`src/rtl/poly_pkg.sv`:
```
// poly_pkg: shared FSM states, ALU opcodes, operand selects and packed-operand field indices.
package poly_pkg;
    typedef enum logic [2:0] {S_IDLE, S_CYC0, S_CYC1, S_CYC2, S_CYC3, S_RESP} state_t;
    localparam logic ALU_ADD = 1'b0;
    localparam logic ALU_MUL = 1'b1;
    localparam logic [1:0] SEL_A = 2'd0;
    localparam logic [1:0] SEL_B = 2'd1;
    localparam logic [1:0] SEL_C = 2'd2;
    localparam logic [1:0] SEL_X = 2'd3;
    // field index within the packed operand bus, scaled by W at the use site
    localparam int F_A = 3;
    localparam int F_B = 2;
    localparam int F_C = 1;
    localparam int F_X = 0;
endpackage

```
`src/rtl/poly_alu_core.sv`:
```
// poly_alu_core: A/B/C/X operand registers, two 4:1 selects, add/mul ALU and result register.
module poly_alu_core
    import poly_pkg::*;
#(
    parameter int W = 8
) (
    input  logic           clk,
    input  logic           resetn,
    input  logic           ld,
    input  logic [4*W-1:0] opnd,
    input  logic [1:0]     sel_l,
    input  logic [1:0]     sel_r,
    input  logic           op,
    input  logic           wr_a,
    input  logic           wr_b,
    input  logic           wr_r,
    output logic [W-1:0]   res
);
    logic [W-1:0] a, b, c, x, lo, ro, y;
    always_comb begin
        lo = sel_l == SEL_A ? a : sel_l == SEL_B ? b : sel_l == SEL_C ? c : x;
        ro = sel_r == SEL_A ? a : sel_r == SEL_B ? b : sel_r == SEL_C ? c : x;
        y  = op == ALU_MUL ? lo * ro : lo + ro;
    end
    always_ff @(posedge clk) begin
        if (!resetn) begin
            a   <= '0;
            b   <= '0;
            c   <= '0;
            x   <= '0;
            res <= '0;
        end else begin
            a   <= ld ? opnd[F_A*W +: W] : wr_a ? y : a;
            b   <= ld ? opnd[F_B*W +: W] : wr_b ? y : b;
            c   <= ld ? opnd[F_C*W +: W] : c;
            x   <= ld ? opnd[F_X*W +: W] : x;
            res <= wr_r ? y : res;
        end
    end
endmodule

```
`src/rtl/poly_arbiter.sv`:
```
// poly_arbiter: round-robin two-requester front end sequencing R = (A + B*X)*X + C mod 2^W.
module poly_arbiter
    import poly_pkg::*;
#(
    parameter int W = 8
) (
    input  logic           clk,
    input  logic           resetn,
    input  logic [1:0]     req_valid,
    input  logic [4*W-1:0] req0_opnd,
    input  logic [4*W-1:0] req1_opnd,
    output logic [1:0]     req_ready,
    output logic           resp_valid,
    input  logic           resp_ready,
    output logic           resp_id,
    output logic [W-1:0]   resp_data,
    output logic           busy,
    output logic [7:0]     jobs_done
);
    state_t state, nxt;
    logic last, tag, g, acc, ld, op, wr_a, wr_b, wr_r;
    logic [1:0] sel_l, sel_r;
    // on a tie the requester that did not win last time is granted
    assign g          = &req_valid ? ~last : req_valid[1];
    assign req_ready  = (state == S_IDLE && resetn && |req_valid) ? (g ? 2'b10 : 2'b01) : 2'b00;
    assign acc        = |(req_valid & req_ready);
    assign resp_valid = state == S_RESP;
    assign busy       = state != S_IDLE;
    always_comb begin
        nxt   = state;
        ld    = 1'b0;
        sel_l = SEL_A;
        sel_r = SEL_B;
        op    = ALU_ADD;
        wr_a  = 1'b0;
        wr_b  = 1'b0;
        wr_r  = 1'b0;
        case (state)
            S_IDLE: begin
                ld  = acc;
                nxt = acc ? S_CYC0 : S_IDLE;
            end
            S_CYC0: begin
                sel_l = SEL_B;
                sel_r = SEL_X;
                op    = ALU_MUL;
                wr_b  = 1'b1;
                nxt   = S_CYC1;
            end
            S_CYC1: begin
                wr_a = 1'b1;
                nxt  = S_CYC2;
            end
            S_CYC2: begin
                sel_r = SEL_X;
                op    = ALU_MUL;
                wr_a  = 1'b1;
                nxt   = S_CYC3;
            end
            S_CYC3: begin
                sel_r = SEL_C;
                wr_r  = 1'b1;
                nxt   = S_RESP;
            end
            S_RESP:  nxt = resp_ready ? S_IDLE : S_RESP;
            default: nxt = S_IDLE;
        endcase
    end
    always_ff @(posedge clk) begin
        if (!resetn) begin
            state     <= S_IDLE;
            last      <= 1'b1;
            tag       <= 1'b0;
            resp_id   <= 1'b0;
            jobs_done <= 8'h00;
        end else begin
            state <= nxt;
            if (acc) begin
                last <= g;
                tag  <= g;
            end
            if (state == S_CYC3) resp_id <= tag;
            if (resp_valid && resp_ready) jobs_done <= jobs_done + 8'd1;
        end
    end
    poly_alu_core #(.W(W)) u_core (
        .clk    (clk),
        .resetn (resetn),
        .ld     (ld),
        .opnd   (g ? req1_opnd : req0_opnd),
        .sel_l  (sel_l),
        .sel_r  (sel_r),
        .op     (op),
        .wr_a   (wr_a),
        .wr_b   (wr_b),
        .wr_r   (wr_r),
        .res    (resp_data)
    );
endmodule

```
`config.mk`:
```
export PLATFORM = sky130hd
export DESIGN_NAME = poly_arbiter
export DESIGN_NICKNAME = d
export VERILOG_FILES = /design/src/rtl/poly_pkg.sv /design/src/rtl/poly_alu_core.sv /design/src/rtl/poly_arbiter.sv
export SDC_FILE = /design/constraint.sdc
export NUM_CORES = 1
export LEC_CHECK = 0
export CELL_PAD_IN_SITES_DETAIL_PLACEMENT = 1
export CELL_PAD_IN_SITES_GLOBAL_PLACEMENT = 1
export CORE_ASPECT_RATIO = 0.9
export CORE_MARGIN = 4
export CORE_UTILIZATION = 38
export CTS_CLUSTER_DIAMETER = 30
export DETAILED_ROUTE_END_ITERATION = 7
export PLACE_DENSITY_LB_ADDON = 0.1
export SETUP_SLACK_MARGIN = 0.02
export SYNTH_ARGS = -nofsm -noshare
export SYNTH_HDL_FRONTEND = slang
export SYNTH_SLANG_ARGS = --single-unit
export TNS_END_PERCENT = 10
```
`constraint.sdc`:
```
create_clock -name clk -period 6.7 [get_ports clk]
set_input_delay 1.005 -clock clk [delete_from_list [all_inputs] [get_ports clk]]
set_output_delay 1.005 -clock clk [all_outputs]
set_load 0.02 [all_outputs]
```
==> results_dict.tcl <==
set metrics [dict create \
    fin_skew_ns 0.00625 \
    hold_viol 0 \
    maxCapViolCount 0 \
    synthTopCellsByCount "nor2_1, dfxtp_1, a211oi_1, nand2_1, mux2i_1" \
    power_frac_comb_pct 47.9 \
    nFillCells 1233 \
    synth_enable_flop_cells 0 \
    gr-usage-met1_pct 27.0 \
    yosysMostFrequentCell "nor2_1" \
    cts-resized-gates 0 \
    p_int_mw 0.757 \
    syn_nets 589 \
    critPathMostFrequentCell "fa_1" \
    gp_congestion 0.899 \
    ys_types 54 \
    cp.required_ns 6.92 \
    num_io_pins 90 \
    cts_root_buf "clkbuf_16" \
    grt_pass1_wl_mm 20.3 \
    port_buffers 89 \
    busiest_layer "met2" \
    core.rowCount 35 \
    p_leak_nw 2.10 \
    outcome "complete, no violations" \
    p_seq_share_pct 31.6 \
    fin_setup_tns_ns 0 \
    power.share.clock_pct 20.5 \
    ys.flop_type "dfxtp_1" \
    path_cells "nor2_2, mux2i_1, a21oi_1, nand2_1, fa_1, fa_1, inv_1, fa_1, inv_1, fa_1, inv_1, ha_1, a21oi_1, xnor2_1, xnor3_1, xnor3_1, nand2_1, a221oi_2" \
    ys_warn_count 0 \
    cts_hold_buffers 0 \
    yosys-top-cells-area "dfxtp_1, mux2i_1, a211oi_1" \
    crit_buf_inv 3 \
    overflow 0 \
    synth_top_area_share_pct 26.4 \
    vdd_drop_max_v 0.0000935 \
    clkTransAtPathRegs_ns 0.08 \
    post-cts-setup-buffer-count 0 \
    nets 661 \
    cts_max_level 2 \
    max-slew-margin-rel_pct 27.8 \
    post-route-period-util_pct 87.8 \
    drtAntennaViolNets 0 \
    drv_slew 0 \
    crit_slowest_cell "nor2_2" \
    seq_area_frac_synth_pct 26.4 \
    track_usage_pct 20.4 \
    postSynthAreaPerCell_sq_um 8.46 \
    dp_hpwl_mm 10.2 \
    fin_area_sq_um 5200 \
    finalSetupViolations 0 \
    dr.first_iter.drc_count 167 \
    initial_core_util_pct 39.4 \
    die_h_microns 106 \
    cts_tree "done" \
    p_sw_mw 0.544 \
    clock_path_buffers 2 \
    first_pass_iters 4 \
    tightest_slew_ns 1.07 \
    switching_share_pct 41.8 \
    syn_area_sq_um 4090 \
    clock_sinks 54 \
    die_w_microns 117 \
    antenna_found_initial 0 \
    dpl_cell_area_sq_um 5060 \
    detail_route.vias_per_cell 5.44 \
    final_util_pct 50.1 \
    use_met3_pct 2.93 \
    synth_top_cell_by_area "dfxtp_1" \
    die_area_sq_um 12500 \
    critPathMaxStageDelay_ns 0.67 \
    vias 3723 \
    start_kind "register" \
    grt_max_degree 58 \
    arrival_ns 6.10 \
    worst-r2r-setup-slack_ns 0.82 \
    dp.cells 678 \
    drive_above_1_share_pct 6.12 \
    powerDensity_nw_per_um2 250 \
    use_met2_pct 35.4 \
    critPathCaptureType "register" \
    post_drt_wl_per_cell_microns 18.6 \
    critical_path.top_delay_family "adder cells" \
    grt_pass1_vias 3881 \
    syn_to_final_growth_pct 27.0 \
    worstHoldPathType "register to register" \
    syn_inst 484 \
    worst-path-max-fanout 13 \
    wirelength_mm 12.7 \
    period_minus_slack_ns 5.88 \
    synthArstFlopShare_pct 0 \
    clk_latency_ns 0.30 \
    fmax_mhz 170 \
    design.core.area_sq_um 10400 \
    n_antenna_cell 0 \
    cts_buffers 5 \
    rsz0062_at_grt "false" \
    path_class "register to register" \
    drcViolationCount 0 \
    whs_ns 0.455 \
    ys_ff_latch 54 \
    fin_cells 685 \
]
[through the flow]
stage | setup WS, ns | power, mW
2_1_floorplan | 1.90 | 0.828
3_3_place_gp | 1.09 | 1.02
3_5_place_dp | 0.911 | 1.04
4_1_cts | 0.876 | 1.31
5_1_grt | 0.473 | 1.38
6_report | 0.820 | 1.30
[logic make-up after synthesis]
logic type	after synthesis	share of synthesized area, %
flops	54	26.4
fa+ha+maj	36	13.4
compound gates	105	18.4
mux	48	12.2
xor+xnor	29	6.88
buf+inv	68	6.97
simple gates	144	15.8
[final timing paths]
path,start,endpoint,cells after the start
worst max register to register,state[0],u_core.b[7],18
worst max-delay path,state[0],u_core.b[7],18
worst min-delay path,resp_id,resp_id,2
worst min register to register,resp_id,resp_id,2
[registers in the layout, summed over array words and instances, names as in the netlist, 3 cells and up]
| name | count |
|---|---|
| jobs_done | 8 |
| u_core.a | 8 |
| u_core.b | 8 |
| u_core.c | 8 |
| u_core.res | 8 |
| u_core.x | 8 |
| state | 3 |
[power by group through the flow]
stage | sequential [mW] | combinational [mW] | clock (mW)
4_1_cts | 0.411 | 0.627 | 0.271
2_1_floorplan | 0.393 | 0.435 | 0
3_5_place_dp | 0.418 | 0.621 | 0
6_report | 0.411 | 0.623 | 0.267
3_3_place_gp | 0.417 | 0.607 | 0
5_1_grt | 0.416 | 0.686 | 0.281
[final cells by class]
type / instances / area, sq um / area share [%]
Timing Repair Buffer: 94 / 928 / 17.9
Inverter: 39 / 148 / 2.84
Tap cell: 129 / 161 / 3.11
Sequential cell: 54 / 1080 / 20.8
Clock buffer: 5 / 125 / 2.41
Multi-Input combinational cell: 362 / 2740 / 52.7
Clock inverter: 2 / 13.8 / 0.265
[layout by cell type (no fill, tap or decap), drive strengths merged, types with 3 or more instances in the layout]
cell type / n
nor3: 6
o21ai: 11
nand3: 6
clkbuf: 5
o21a: 5
nor2: 59
xor2: 9
nor2b: 13
mux2i: 43
xnor2: 18
ha: 23
a21o: 4
dfxtp: 54
and2: 6
nand2: 43
a31oi: 3
a211oi: 48
buf: 5
a21oi: 20
clkdlybuf4s50: 89
fa: 13
mux2: 5
inv: 39
[worst reg2reg max path, cell delays in order (launching register included)]
cell      delay [ns]
dfxtp_1         0.47
nor2_2          0.67
mux2i_1         0.23
a21oi_1         0.42
nand2_1         0.14
fa_1            0.47
fa_1            0.55
inv_1           0.05
fa_1            0.47
inv_1           0.06
fa_1            0.55
inv_1           0.04
ha_1            0.31
a21oi_1         0.20
xnor2_1         0.21
xnor3_1         0.40
xnor3_1         0.26
nand2_1         0.08
a221oi_2        0.22
[per-layer routing]
metal / share of wire (%) / vias up
li1: - / 1819
met1: 47 / 1814
met2: 48 / 79
met3: 4.2 / 11
met4: 1.4 / 0
met5: 0 / -
(Power assumes the default switching activity.)
